### src/rtl/avs_obi_bridge_pkg.sv
// ---------------------------------------------------------------------------
// avs_obi_bridge_pkg
// Shared types and constants for the Avalon-MM slave to Ibex-style OBI
// master bridge.
//   MAX_DEPTH   : largest supported in-flight tracker depth
//   ERR_RDATA   : read data returned to Avalon when the OBI response errors
//   trk_entry_t : one in-order tracker entry (is this response a read?)
//   byte_rev / bit_rev4 : helpers used when AVS_OBI_ENDIAN_SWAP_EN is set
// ---------------------------------------------------------------------------
package avs_obi_bridge_pkg;

  localparam int unsigned MAX_DEPTH = 4;
  localparam logic [31:0] ERR_RDATA = 32'hDEAD_BEEF;

  typedef struct packed {
    logic is_read;
  } trk_entry_t;

  function automatic logic [31:0] byte_rev(input logic [31:0] d);
    return {d[7:0], d[15:8], d[23:16], d[31:24]};
  endfunction

  function automatic logic [3:0] bit_rev4(input logic [3:0] b);
    return {b[0], b[1], b[2], b[3]};
  endfunction

endpackage

### src/rtl/avs_obi_rsp_fifo.sv
// ---------------------------------------------------------------------------
// avs_obi_rsp_fifo
// In-order tracker of accepted OBI transactions. One entry per request,
// popped by each response, so responses map back to their requests in
// issue order.
// Parameters:
//   Depth : number of entries (1..MAX_DEPTH)
// Ports:
//   clk_i, rst_i : clock, asynchronous active-high reset
//   push, push_data : enqueue an entry
//   pop, pop_data   : dequeue the oldest entry (pop_data is the head)
//   full, empty     : occupancy flags
// The caller never pushes while full nor pops while empty.
// ---------------------------------------------------------------------------
module avs_obi_rsp_fifo
  import avs_obi_bridge_pkg::*;
#(
  parameter int unsigned Depth = 2
) (
  input  logic       clk_i,
  input  logic       rst_i,
  input  logic       push,
  input  trk_entry_t push_data,
  input  logic       pop,
  output trk_entry_t pop_data,
  output logic       full,
  output logic       empty
);

  localparam logic [1:0] LAST_IDX  = 2'(Depth - 1);
  localparam logic [2:0] DEPTH_CNT = 3'(Depth);

  trk_entry_t mem [MAX_DEPTH];
  logic [1:0] wr_ptr;
  logic [1:0] rd_ptr;
  logic [2:0] count;

  // Pointers wrap at Depth rather than at the storage size so that a
  // non-power-of-two depth behaves as a true ring.
  function automatic logic [1:0] ptr_inc(input logic [1:0] p);
    return (p == LAST_IDX) ? 2'd0 : p + 2'd1;
  endfunction

  always_ff @(posedge clk_i or posedge rst_i) begin
    if (rst_i) begin
      wr_ptr <= '0;
      rd_ptr <= '0;
      count  <= '0;
    end else begin
      if (push) wr_ptr <= ptr_inc(wr_ptr);
      if (pop)  rd_ptr <= ptr_inc(rd_ptr);
      case ({push, pop})
        2'b10:   count <= count + 3'd1;
        2'b01:   count <= count - 3'd1;
        default: count <= count;
      endcase
    end
  end

  // Entry storage carries no reset: stale contents are never read because
  // the pointers and count are cleared.
  always_ff @(posedge clk_i) begin
    if (push) mem[wr_ptr] <= push_data;
  end

  assign pop_data = mem[rd_ptr];
  assign full     = (count == DEPTH_CNT);
  assign empty    = (count == 3'd0);

endmodule

### src/rtl/avs_obi_bridge.sv
// ---------------------------------------------------------------------------
// avs_obi_bridge
// Avalon-MM slave (word addressed, pipelined reads) to Ibex-style OBI
// master bridge. Commands pass straight through to the OBI request channel;
// an in-order tracker records which accepted transactions are reads so the
// OBI responses can be turned into Avalon readdatavalid pulses.
// Parameters:
//   MaxOutstanding : max in-flight OBI transactions (1..4)
//   AddrBase       : byte offset added to the translated address
// Ports:
//   clk_i, rst_i                          : clock, async active-high reset
//   avs_address/read/write/byteenable/writedata : Avalon command
//   avs_waitrequest/readdata/readdatavalid      : Avalon response
//   req_o, gnt_i, we_o, be_o, addr_o, wdata_o   : OBI request channel
//   rvalid_i, rdata_i, err_i                    : OBI response channel
//   proto_err_o : sticky, response arrived with nothing outstanding
//   err_cnt_o   : saturating count of error responses
// Configuration macro:
//   AVS_OBI_ENDIAN_SWAP_EN : byte-reverse write/read data, bit-reverse be_o
// ---------------------------------------------------------------------------
module avs_obi_bridge
  import avs_obi_bridge_pkg::*;
#(
  parameter int unsigned MaxOutstanding = 2,
  parameter logic [31:0] AddrBase       = 32'h0000_0000
) (
  input  logic        clk_i,
  input  logic        rst_i,
  input  logic [29:0] avs_address,
  input  logic        avs_read,
  input  logic        avs_write,
  input  logic [3:0]  avs_byteenable,
  input  logic [31:0] avs_writedata,
  output logic        avs_waitrequest,
  output logic [31:0] avs_readdata,
  output logic        avs_readdatavalid,
  output logic        req_o,
  input  logic        gnt_i,
  output logic        we_o,
  output logic [3:0]  be_o,
  output logic [31:0] addr_o,
  output logic [31:0] wdata_o,
  input  logic        rvalid_i,
  input  logic [31:0] rdata_i,
  input  logic        err_i,
  output logic        proto_err_o,
  output logic [7:0]  err_cnt_o
);

  logic        cmd;
  logic        accept;
  logic        pop;
  logic        full;
  logic        empty;
  trk_entry_t  push_entry;
  trk_entry_t  pop_entry;
  logic [31:0] rsp_data;

  logic        vld_p1;
  logic [31:0] rdata_p1;
  logic        proto_err_q;
  logic [7:0]  err_cnt_q;

  function automatic logic [7:0] sat_inc8(input logic [7:0] c);
    return (c == 8'hFF) ? c : c + 8'd1;
  endfunction

  assign cmd             = avs_read | avs_write;
  // Gating with rst_i keeps the request quiet for the whole reset window,
  // not only after the first clock edge.
  assign req_o           = cmd & ~full & ~rst_i;
  assign accept          = req_o & gnt_i;
  assign avs_waitrequest = ~accept;

  assign we_o   = avs_write;
  assign addr_o = {avs_address, 2'b00} + AddrBase;

`ifdef AVS_OBI_ENDIAN_SWAP_EN
  assign wdata_o  = byte_rev(avs_writedata);
  assign be_o     = bit_rev4(avs_byteenable);
  assign rsp_data = byte_rev(rdata_i);
`else
  assign wdata_o  = avs_writedata;
  assign be_o     = avs_byteenable;
  assign rsp_data = rdata_i;
`endif

  assign push_entry.is_read = avs_read;
  // A response with nothing outstanding (e.g. left over from before a reset)
  // must not disturb the tracker.
  assign pop = rvalid_i & ~empty;

  avs_obi_rsp_fifo #(
    .Depth(MaxOutstanding)
  ) u_rsp_fifo (
    .clk_i    (clk_i),
    .rst_i    (rst_i),
    .push     (accept),
    .push_data(push_entry),
    .pop      (pop),
    .pop_data (pop_entry),
    .full     (full),
    .empty    (empty)
  );

  // ---- response stage p1: register read data one cycle after rvalid_i ----
  always_ff @(posedge clk_i or posedge rst_i) begin
    if (rst_i) begin
      vld_p1      <= 1'b0;
      rdata_p1    <= '0;
      proto_err_q <= 1'b0;
      err_cnt_q   <= '0;
    end else begin
      vld_p1 <= pop & pop_entry.is_read;
      if (pop & pop_entry.is_read) begin
        rdata_p1 <= err_i ? ERR_RDATA : rsp_data;
      end
      if (rvalid_i & empty) proto_err_q <= 1'b1;
      if (rvalid_i & err_i) err_cnt_q <= sat_inc8(err_cnt_q);
    end
  end

  assign avs_readdatavalid = vld_p1;
  assign avs_readdata      = rdata_p1;
  assign proto_err_o       = proto_err_q;
  assign err_cnt_o         = err_cnt_q;

endmodule

### config.mk
export PLATFORM = sky130hd
export DESIGN_NAME = avs_obi_bridge
export DESIGN_NICKNAME = d
export VERILOG_FILES = /design/src/rtl/avs_obi_bridge_pkg.sv /design/src/rtl/avs_obi_rsp_fifo.sv /design/src/rtl/avs_obi_bridge.sv
export SDC_FILE = /design/constraint.sdc
export NUM_CORES = 1
export LEC_CHECK = 0
export ABC_AREA = 0
export BUFFER_PORTS_ARGS = -buffer_cell sky130_fd_sc_hd__buf_2
export CORE_MARGIN = 3
export CORE_UTILIZATION = 35
export DETAILED_ROUTE_END_ITERATION = 10
export PLACE_DENSITY_LB_ADDON = 0.3
export SETUP_SLACK_MARGIN = 0.5
export SYNTH_ARGS = -nofsm -noshare
export SYNTH_HDL_FRONTEND = slang
export SYNTH_SLANG_ARGS = --single-unit
### constraint.sdc
create_clock -name clk_i -period 2.32 [get_ports clk_i]
set_input_delay 0 -clock clk_i [delete_from_list [all_inputs] [get_ports clk_i]]
set_output_delay 0 -clock clk_i [all_outputs]
set_load 0.05 [all_outputs]
==> results of run 1 <==
how the worst max path moves through the flow:
stage and to:
3_5_place_dp u_rsp_fifo.count[2], 2_1_floorplan u_rsp_fifo.count[2], 6_report u_rsp_fifo.count[2], 3_3_place_gp u_rsp_fifo.count[2], 4_1_cts u_rsp_fifo.count[2], 5_1_grt u_rsp_fifo.count[2]
per-layer routing:
metal | part of all wire, % | wire, um | up-vias
met3 | 7.9 | 438 | 37
met2 | 47 | 2630 | 65
li1 | - | - | 890
met1 | 42 | 2310 | 889
met4 | 3.2 | 178 | 0
met5 | 0 | 0 | -
worst max-delay path, delay by kind of cell (launching register included):
| kind | cells | cell delay, ps |
|---|---|---|
| AND/OR/NAND/NOR | 3 | 480 |
| XOR/XNOR | 2 | 320 |
| adder cells (fa/ha/maj) | 2 | 460 |
| flip-flops | 1 | 430 |
| buffers and inverters | 1 | 30 |
kinds of logic (layout without fill, tap and decap cells):
logic type | count (synthesis) | after routing | synth area share (%)
muxes | 35 | 35 | 13.5
other | 1 | 2 | 0.129
adders and majority gates | 3 | 3 | 1.55
buffers and inverters | 104 | 152 | 23.5
and+or+nand+nor | 59 | 59 | 10.0
AOI/OAI and AO/OA | 10 | 10 | 2.32
xor gates and xnor gates | 9 | 9 | 2.71
DFF | 53 | 53 | 46.3
per-stage QoR:
step                hold slack (ps)  area, um^2  std cells
finish                       0.0184        3350        425
global route                 0.0718        3350        425
CTS                           0.341        3350        425
detailed placement            0.341        2970        388
global placement              0.341        2970        388
floorplan                      66.5        2950        275
registers in the layout, indices dropped and copies added, names as in the netlist:
signal / flops
avs_readdata: 32
err_cnt_o: 8
u_rsp_fifo.mem: 4
u_rsp_fifo.count: 3
u_rsp_fifo.rd_ptr: 2
u_rsp_fifo.wr_ptr: 2
avs_readdatavalid: 1
proto_err_o: 1
power by group through the flow:
stage	Sequential (mW)	Combinational [mW]	Clock, mW
after floorplan	2.73	1.04	0
after global placement	1.57	2.39	0
after detailed placement	1.58	2.41	0
after CTS	1.57	2.48	0.567
after global routing	1.62	2.60	0.593
final	1.56	2.44	0.527
final cells by class:
| cell class | instances | area share (%) |
|---|---|---|
| clock buffer | 8 | 2.69 |
| tap | 102 | 3.81 |
| timing repair buffer | 115 | 22.3 |
| multi-input combinational | 118 | 27.7 |
| inverter | 29 | 3.25 |
| sequential | 53 | 40.2 |
placed cells by master (no fill, tap or decap), types with 2 or more instances in the layout:
cell type | Yosys | final
inv_2 | 0 | 2
nor3_1 | 4 | 3
nand3_1 | 4 | 4
conb_1 | 1 | 2
and3_1 | 3 | 3
xnor2_1 | 4 | 4
a31oi_1 | 2 | 2
clkbuf_1 | 2 | 2
xor2_1 | 5 | 5
a21oi_1 | 3 | 3
nor2b_1 | 11 | 11
inv_1 | 29 | 27
nand2_4 | 1 | 2
buf_4 | 69 | 3
mux2_2 | 4 | 4
dfrtp_1 | 49 | 49
nor2_1 | 29 | 28
dlygate4sd3_1 | 0 | 27
buf_12 | 1 | 2
buf_2 | 1 | 83
clkbuf_8 | 0 | 6
mux2i_1 | 25 | 25
edfxtp_1 | 4 | 4
mux2_4 | 5 | 5
what timing repair did:
| action | in CTS | in global routing |
|---|---|---|
| setup buffers | 2 | 0 |
| hold endpoints to repair | 51 | 0 |
| hold buffers | 27 | 0 |
| pin swaps | 3 | 0 |
| gates resized for setup | 2 | 1 |
| setup endpoints to repair | 20 | 20 |
==> impl_metrics.py, run 1 <==
metrics = {
    "critical_path": {
        "path_common_cell": "xor2_1",
        "reg2reg_depth": 8,
        "start_kind": "flop",
        "cp_max_fo": 4,
        "worstSetupPathType": "flop to flop",
        "cp-end-kind": "flop",
        "r2r_setup_slack_ps": 520,
        "crit_start": "u_rsp_fifo.count[2]",
        "required_ps": 2540,
        "critPathSlowestCell": "dfrtp_1",
        "cp_slowest_stage_delay_ps": 430,
        "cp_cell_sequence": "nor3_2 -> and2b_4 -> ha_4 -> inv_2 -> fa_2 -> xor2_1 -> nor2_1 -> xor2_1",
        "critPathArrivalTime_ps": 2020,
        "r2r-start": "u_rsp_fifo.count[2]",
        "r2r-end": "u_rsp_fifo.count[2]",
    },
    "power_and_ir_drop": {
        "p_total_mw": 4.53,
        "netSwitchingPower_mw": 2.27,
        "p_clk_share_pct": 11.6,
        "comb_power_share_pct": 53.9,
        "p_seq_share_pct": 34.5,
        "ir_worst_vdd_mv": 0.604,
        "switching_share_pct": 50.0,
        "powerDensity_nw_per_um2": 1350,
        "power_leakage_nw": 1.81,
        "intPower_mw": 2.27,
    },
    "floorplanning": {
        "initial_core_util_pct": 36.9,
        "ioPinCount": 218,
        "coreArea_um2": 7890,
        "fp.dieH_um": 97.2,
        "die_w_um": 97.2,
        "dieArea_um2": 9440,
        "rows": 32,
    },
    "layout": {
        "seq_area_um2": 1350,
        "nFillCells": 752,
        "layout.nets": 430,
        "diodes": 0,
        "areaGrowthSynthToFinish_pct": 15.2,
        "multi_input_area_um2": 928,
        "drive_above_1_share_pct": 35.6,
        "post-route-util_pct": 42.5,
    },
    "job": {
        "drv_cap": 0,
    },
    "sta": {
        "fin_skew_ps": 6.95,
        "period_needed_ps": 1800,
        "slew_headroom_pct": 65.6,
        "rsz0062_at_grt": "yes",
        "report.final.setup_viol": 0,
        "max_freq_mhz": 557,
        "setup_slack_ps": 524,
        "final_hold_viol_count": 0,
        "setup_tns_ps": 0,
        "drv_slew": 0,
        "finalCritPeriodShare_pct": 77.4,
        "max_slew.worst_pin.slew_ps": 515,
    },
    "synth": {
        "yosysMostFrequentCell": "buf_4",
        "yosys_register_bits": 53,
        "synth_top_area_share_pct": 42.2,
        "synth-main-ff-cell": "dfrtp_1",
        "syn_inst": 274,
        "yosysUniqueCellTypes": 36,
        "synth_area_leaders": "dfrtp_1 42%, buf_4 18%, mux2i_1 8.6%",
        "yosysTopAreaCell": "dfrtp_1",
        "synth_commonest_cells": "69 x buf_4, 49 x dfrtp_1, 29 x inv_1, 29 x nor2_1, 25 x mux2i_1",
        "seq_area_frac_synth_pct": 46.3,
        "async_reset_ff_share_pct": 92.5,
        "synth_edf_count": 4,
        "yosysWarnings": 0,
        "syn_avg_cell_area_um2": 10.6,
        "netlist_area_um2": 2910,
    },
    "global_route": {
        "grt_util_met3_pct": 4.16,
        "use_met2_pct": 20.1,
        "antenna_found_initial": 0,
        "grt_max_degree": 28,
        "grtUsageMet1_pct": 13.5,
        "grt-busiest-layer": "met2",
        "grt_pass1_vias": 2072,
        "grt_pass1_wl_mm": 9.43,
        "grt-ovfl-total": 0,
        "grt_use_total_pct": 11.9,
    },
    "placed_design": {
        "place_congestion": 0.763,
        "io_buffers": 83,
        "dp_slack_ps": 404,
        "hpwl_mm": 3.84,
    },
    "route": {
        "viasPerCell": 4.43,
        "wl_mm": 5.56,
        "num_vias": 1881,
        "ant_nets": 0,
        "remaining_drc_errors": 0,
        "drtPass1Iterations": 3,
        "drt_iter0_drc": 35,
        "avgRoutedWirePerCell_um": 13.1,
    },
    "worst_hold_path": {
        "holdPathEnd": "addr_o[23]",
        "min_from": "avs_address[21]",
        "worstHoldPathCells": 0,
        "hold_class": "primary input to output port",
    },
    "clock_network": {
        "htreeDepth": 2,
        "clock_path_buffers": 2,
        "cts_tree": "yes",
        "cts.sinks": 53,
        "insertion_delay_ps": 300,
        "path_clk_slew_ps": 90,
        "clockRootBuffer": "clkbuf_8",
        "cts_buffers": 5,
    },
    "status": {
        "run_status": "finished clean",
    },
}
(Power assumes the default switching activity.)
==> run 2, diff against run 1 <==
ABC_AREA = 1   (was 0)
clock period = 1.51 ns   (was 2.32 ns; I/O delays follow)
==> impl_metrics.py, run 2 <==
metrics = {
    "global_route": {
        "antenna_found_initial": 0,
        "grt_pass1_wl_mm": 12.5,
        "grt_max_degree": 50,
        "grt_pass1_vias": 2460,
        "grt_use_total_pct": 15.6,
        "grt-ovfl-total": 0,
    },
    "floorplanning": {
        "dieArea_um2": 10000,
        "fp.dieH_um": 100,
        "die_w_um": 100,
        "coreArea_um2": 8420,
        "rows": 33,
        "initial_core_util_pct": 36.8,
        "ioPinCount": 218,
    },
    "route": {
        "avgRoutedWirePerCell_um": 14.7,
        "drt_iter0_drc": 60,
        "num_vias": 2477,
        "viasPerCell": 4.62,
        "ant_nets": 0,
        "drtPass1Iterations": 4,
        "remaining_drc_errors": 0,
        "wl_mm": 7.89,
    },
    "layout": {
        "layout_common_cells": "84 x nand2_1, 72 x buf_2, 42 x dfrtp_1, 24 x or2_2, 23 x inv_1",
        "diodes": 0,
        "drive_above_1_share_pct": 52.2,
        "layout.nets": 538,
        "layout.cells.most_common": "nand2_1",
        "post-route-util_pct": 49.2,
        "areaGrowthSynthToFinish_pct": 33.8,
        "stdcell_area_um2": 4140,
        "largest_reg_flops": 32,
    },
    "sta": {
        "final_hold_viol_count": 1,
        "drv_slew": 0,
        "period_needed_ps": 1750,
        "max_freq_mhz": 571,
        "whs_ps": -3.36,
        "slew_headroom_pct": 63.8,
        "max_slew.worst_pin.slew_ps": 543,
        "rsz0062_at_grt": "yes",
        "finalCritPeriodShare_pct": 116,
        "fin_skew_ps": 13.7,
        "report.final.setup_viol": 17,
        "setup_slack_ps": -241,
    },
    "placed_design": {
        "hpwl_mm": 4.55,
        "io_buffers": 83,
        "place_congestion": 0.811,
        "place_area_um2": 3220,
    },
    "clock_network": {
        "clock_path_buffers": 2,
        "insertion_delay_ps": 310,
        "clockRootBuffer": "clkbuf_8",
        "cts_tree": "yes",
        "path_clk_slew_ps": 110,
        "cts_buffers": 5,
        "htreeDepth": 2,
        "cts.sinks": 53,
    },
    "synth": {
        "syn_avg_cell_area_um2": 8.31,
        "yosysUniqueCellTypes": 27,
        "synth-simple-area-share_pct": 27.7,
        "yosysTopAreaCell": "dfrtp_1",
        "synth_area_leaders": "dfrtp_1 40%, buf_4 17%, nand2_1 12%",
        "synth_edf_count": 4,
        "synth_commonest_cells": "98 x nand2_1, 72 x buf_4, 49 x dfrtp_1",
        "synth_compound_area_share_pct": 1.70,
        "yosysMostFrequentCell": "nand2_1",
        "synthAdderAreaFrac_pct": 1.45,
        "synth-main-ff-cell": "dfrtp_1",
        "async_reset_ff_share_pct": 92.5,
        "syn_inst": 373,
        "synth.area.mux_share_pct": 0,
        "yosysWarnings": 0,
        "synthXorXnorAreaFrac_pct": 2.26,
        "netlist_area_um2": 3100,
        "synth_top_area_share_pct": 39.6,
        "yosys_register_bits": 53,
        "synth_top_family_by_area": "simple AND/OR/NAND/NOR gates",
        "seq_area_frac_synth_pct": 43.5,
    },
    "critical_path": {
        "critPathSlowestCell": "dfrtp_1",
        "critPathArrivalTime_ps": 1990,
        "cp_slowest_stage_delay_ps": 420,
        "cp-end-kind": "flop",
        "cp_cell_sequence": "nor2_4 -> nand2_4 -> nand3_4 -> ha_4 -> inv_2 -> fa_2 -> or2_4 -> nand2_2 -> xnor2_1",
        "cp_num_buf_inv": 1,
        "start_kind": "flop",
        "cp_max_fo": 3,
        "worstSetupPathType": "flop to flop",
        "reg2reg_depth": 9,
        "r2r_setup_slack_ps": -240,
        "r2r-start": "u_rsp_fifo.count[2]",
        "required_ps": 1750,
        "critPathTopFamily": "simple AND/OR/NAND/NOR gates",
        "r2r-end": "u_rsp_fifo.count[2]",
    },
    "job": {
        "drv_cap": 0,
    },
    "power_and_ir_drop": {
        "powerDensity_nw_per_um2": 2150,
        "power_leakage_nw": 2.08,
        "p_total_mw": 8.91,
        "ir_worst_vdd_mv": 1.10,
    },
    "worst_hold_path": {
        "worstHoldPathCells": 5,
        "hold_class": "primary input to flop",
        "holdPathEnd": "avs_readdata[14]",
        "min_from": "rdata_i[14]",
    },
    "status": {
        "violations": "negative hold slack, negative setup slack",
        "run_status": "complete, but fails checks",
    },
}
==> run 2: cell types whose count changed in the layout (fill, tap and decap cells not counted), sizes merged, moves of 2 or more <==
cell         before  now
nand2             3  104
nand3             4   40
buf              88  116
mux2i            25    0
or2               0   25
dlygate4sd3      27    7
nor2b            11    0
mux2              9    0
nor2             29   20
and3              3    0
o21ai             0    3
a31oi             2    0
==> run 2: cell type report <==
cell class              instances  area, um^2
fillers                       831        4280
flip-flops and latches         53        1360
clock buffers                   6        72.6
well taps                     105         131
multi-input cells             214        1420
repair buffers                127        1020
clock inverters                 2        35.0
inverters                      29         115
==> run 2: worst max path at each step <==
stage                              from                   to  slack [ps]  cells after the start
global route        u_rsp_fifo.count[2]  u_rsp_fifo.count[2]        -330                      9
floorplan           u_rsp_fifo.count[0]  u_rsp_fifo.count[2]        -380                      9
detailed placement  u_rsp_fifo.count[2]  u_rsp_fifo.count[2]        -270                      9
CTS                 u_rsp_fifo.count[0]  u_rsp_fifo.count[2]        -240                      9
global placement    u_rsp_fifo.count[2]  u_rsp_fifo.count[2]        -230                      9
finish              u_rsp_fifo.count[2]  u_rsp_fifo.count[2]        -240                      9
==> run 2: through the flow <==
step	std cells	worst slack, ps	TNS, ps
after floorplan	374	-379	-624
after global placement	492	-232	-7060
after detailed placement	492	-265	-7230
after CTS	526	-245	-441
after global routing	536	-329	-2570
final	536	-241	-1140
==> run 2: cell families (layout without fill, tap and decap cells) <==
family	Yosys count	count (layout)
compound gates	7	7
flops	53	53
simple gates	191	194
buf+inv	110	164
xor+xnor	8	8
other cells	1	2
fa+ha+maj	3	3
==> run 2: timing repair <==
item | 4_1_cts | 5_1_grt
pin swaps | 16 | 10
hold buffers | 7 | 0
setup buffers | 14 | 8
endpoints found under the hold margin | 58 | 0
gates cloned | 5 | 2
setup endpoints to repair | 59 | 62
resized for setup | 56 | 46
==> run 2: layer usage <==
metal	global-route usage, %	part of all wire [%]	vias to the layer above
li1	-	-	1192
met1	19.8	43	1170
met2	26.1	50	93
met3	4.17	6.2	22
met4	4.97	1.3	0
met5	0	0	-
==> run 2: tightest hold or removal path: stages <==
cell	delay [ps]
buf_2	100
inv_1	40
nor2_1	40
nand3_2	60
nand2_1	40
==> run 2: where the power goes <==
part | switching, mW | total [mW] | internal [mW] | leakage [nW]
registers | 0.455 | 2.50 | 2.04 | 0.624
clock network | 0.472 | 0.965 | 0.493 | 0.0552
logic | 3.58 | 5.45 | 1.87 | 1.40
==> run 3, diff against run 2 <==
--- a/config.mk
+++ b/config.mk
@@ -9,3 +9,3 @@
 export BUFFER_PORTS_ARGS = -buffer_cell sky130_fd_sc_hd__buf_2
-export CORE_MARGIN = 3
+export CORE_MARGIN = 2
 export CORE_UTILIZATION = 35
==> constraint.sdc (replaced) <==
create_clock -name clk_i -period 1.51 [get_ports clk_i]
set_input_delay 0.0755 -clock clk_i [delete_from_list [all_inputs] [get_ports clk_i]]
set_output_delay 0.0755 -clock clk_i [all_outputs]
set_load 0.05 [all_outputs]
==> impl_metrics.py, run 3 (synthesis gave the netlist of run 2 again) <==
metrics = {
    "sta": {
        "finalCritPeriodShare_pct": 119,
        "period_needed_ps": 1790,
        "slew_headroom_pct": 56.3,
        "report.final.setup_viol": 38,
        "max_freq_mhz": 558,
        "fin_skew_ps": 8.71,
        "rsz0062_at_grt": "yes",
        "whs_ps": -13.1,
        "final_hold_viol_count": 17,
        "drv_slew": 0,
        "max_slew.worst_pin.slew_ps": 655,
        "setup_slack_ps": -283,
    },
    "clock_network": {
        "cts_tree": "yes",
        "htreeDepth": 2,
        "insertion_delay_ps": 310,
        "clockRootBuffer": "clkbuf_8",
        "clock_path_buffers": 2,
        "path_clk_slew_ps": 100,
        "cts.sinks": 53,
        "cts_buffers": 5,
    },
    "critical_path": {
        "critPathSlowestCell": "dfrtp_1",
        "worstSetupPathType": "flop to flop",
        "cp_cell_sequence": "nor2_4 -> buf_6 -> a21boi_4 -> ha_4 -> inv_2 -> fa_2 -> or2_4 -> nand2_2 -> xnor2_1",
        "cp_max_fo": 2,
        "path_depth": 9,
        "critPathArrivalTime_ps": 2030,
        "required_ps": 1750,
        "start_kind": "flop",
        "cp_slowest_stage_delay_ps": 410,
        "critPathTopFamily": "adder cells",
        "cp-end-kind": "flop",
        "reg2reg_depth": 9,
        "cp_num_buf_inv": 2,
    },
    "job": {
        "drv_cap": 0,
    },
    "power_and_ir_drop": {
        "p_clk_share_pct": 9.5,
        "p_total_mw": 9.43,
        "netSwitchingPower_mw": 4.65,
        "power_leakage_nw": 2.16,
        "switching_share_pct": 49.3,
        "powerDensity_nw_per_um2": 2170,
        "intPower_mw": 4.78,
        "p_seq_share_pct": 26.5,
        "ir_worst_vdd_mv": 1.07,
        "comb_power_share_pct": 64.0,
    },
    "status": {
        "run_status": "complete, but fails checks",
        "violations": "negative hold slack, negative setup slack",
    },
    "layout": {
        "largest_reg_flops": 32,
        "layout.nets": 546,
        "stdcell_count": 547,
        "drive_above_1_share_pct": 59.0,
        "diodes": 0,
        "areaGrowthSynthToFinish_pct": 40.1,
        "layout.cells.most_common": "nand2_1",
        "layout_common_cells": "81 x nand2_1, 58 x buf_4, 42 x dfrtp_1, 40 x buf_2, 33 x nand3_2",
        "stdcell_area_um2": 4340,
    },
    "floorplanning": {
        "rows": 34,
        "dieArea_um2": 9620,
        "initial_core_util_pct": 35.9,
        "die_w_um": 98.1,
        "fp.dieH_um": 98.1,
        "ioPinCount": 218,
        "coreArea_um2": 8640,
    },
    "route": {
        "drt-met1-wl_mm": 3.37,
        "drt_iter0_drc": 63,
        "met3_length_um": 523,
        "remaining_drc_errors": 0,
        "routed.top_layer": "met4",
        "drtPass1Iterations": 4,
        "wl_mm": 8.11,
        "ant_nets": 0,
        "num_vias": 2549,
        "route.met2.wl_mm": 4.12,
        "viasPerCell": 4.66,
        "avgRoutedWirePerCell_um": 14.8,
    },
    "global_route": {
        "grt_pass1_vias": 2381,
        "grt-ovfl-total": 0,
        "grt_pass1_wl_mm": 12.1,
        "grt_max_degree": 50,
        "grt_use_total_pct": 15.5,
        "antenna_found_initial": 0,
    },
    "placed_design": {
        "hpwl_mm": 4.38,
        "placed_cells": 496,
        "place_area_um2": 3230,
        "io_buffers": 83,
        "place_congestion": 0.815,
    },
    "worst_hold_path": {
        "hold_class": "primary input to async pin",
    },
}
## run 3: cell types whose count changed in the layout (fill, tap and decap cells not counted), sizes merged
cell,change
buf,+16
bufbuf,-1
bufinv,-1
dlygate4sd3,-6
## run 3: power groups by stage
stage | Combinational (mW) | Clock, mW | Sequential (mW)
floorplan | 1.92 | 0 | 4.24
global placement | 4.10 | 0 | 2.47
detailed placement | 4.18 | 0 | 2.48
CTS | 5.38 | 0.934 | 2.47
global route | 6.39 | 0.978 | 2.57
finish | 6.04 | 0.897 | 2.50
## run 3: per-layer routing
layer	GRT usage [%]	vias to the layer above
li1	-	1209
met3	5.23	15
met1	19.9	1241
met5	0	-
met4	3.95	0
met2	25.3	84
## run 3: metrics by stage
stage	setup slack (ps)	hold WS, ps	setup TNS (ps)	util (%)
4_1_cts	-222	16.2	-2690	46.6
2_1_floorplan	-379	116	-624	-
3_3_place_gp	-231	151	-6760	37.4
5_1_grt	-322	57.6	-9270	50.2
3_5_place_dp	-264	151	-7040	37.4
6_report	-283	-13.1	-7390	50.2
## run 3: path summary, 6_finish.rpt
path | slack, ps | startpoint | to
worst max register to register | -280 | u_rsp_fifo.count[0] | u_rsp_fifo.count[2]
min in group clk_i | 70 | rvalid_i | proto_err_o
worst max-delay path | -280 | u_rsp_fifo.count[0] | u_rsp_fifo.count[2]
worst min-delay path | -10 | rst_i | u_rsp_fifo.wr_ptr[0]
max in group asynchronous | 1060 | rst_i | err_cnt_o[5]
worst min register to register | 480 | avs_readdata[28] | avs_readdata[28]
## run 3: tightest hold or removal path: cells and delay by family
kind / cells / cell delay (ps)
buf+inv: 3 / 710
## run 3: final cells by class
| cell class | instances | area, um^2 |
|---|---|---|
| Clock buffer | 7 | 96.3 |
| Clock inverter | 1 | 5.00 |
| Sequential cell | 53 | 1360 |
| Multi-Input combinational cell | 214 | 1480 |
| Fill cell | 839 | 4300 |
| Timing Repair Buffer | 135 | 1160 |
| Tap cell | 108 | 135 |
| Inverter | 29 | 115 |
## run 3: timing repair
action,CTS,global route
resized for setup,115,61
setup endpoints to repair,80,82
cloned,5,1
hold buffers,1,0
setup buffers,19,17
pin swaps,16,18
hold endpoints to repair,4,0
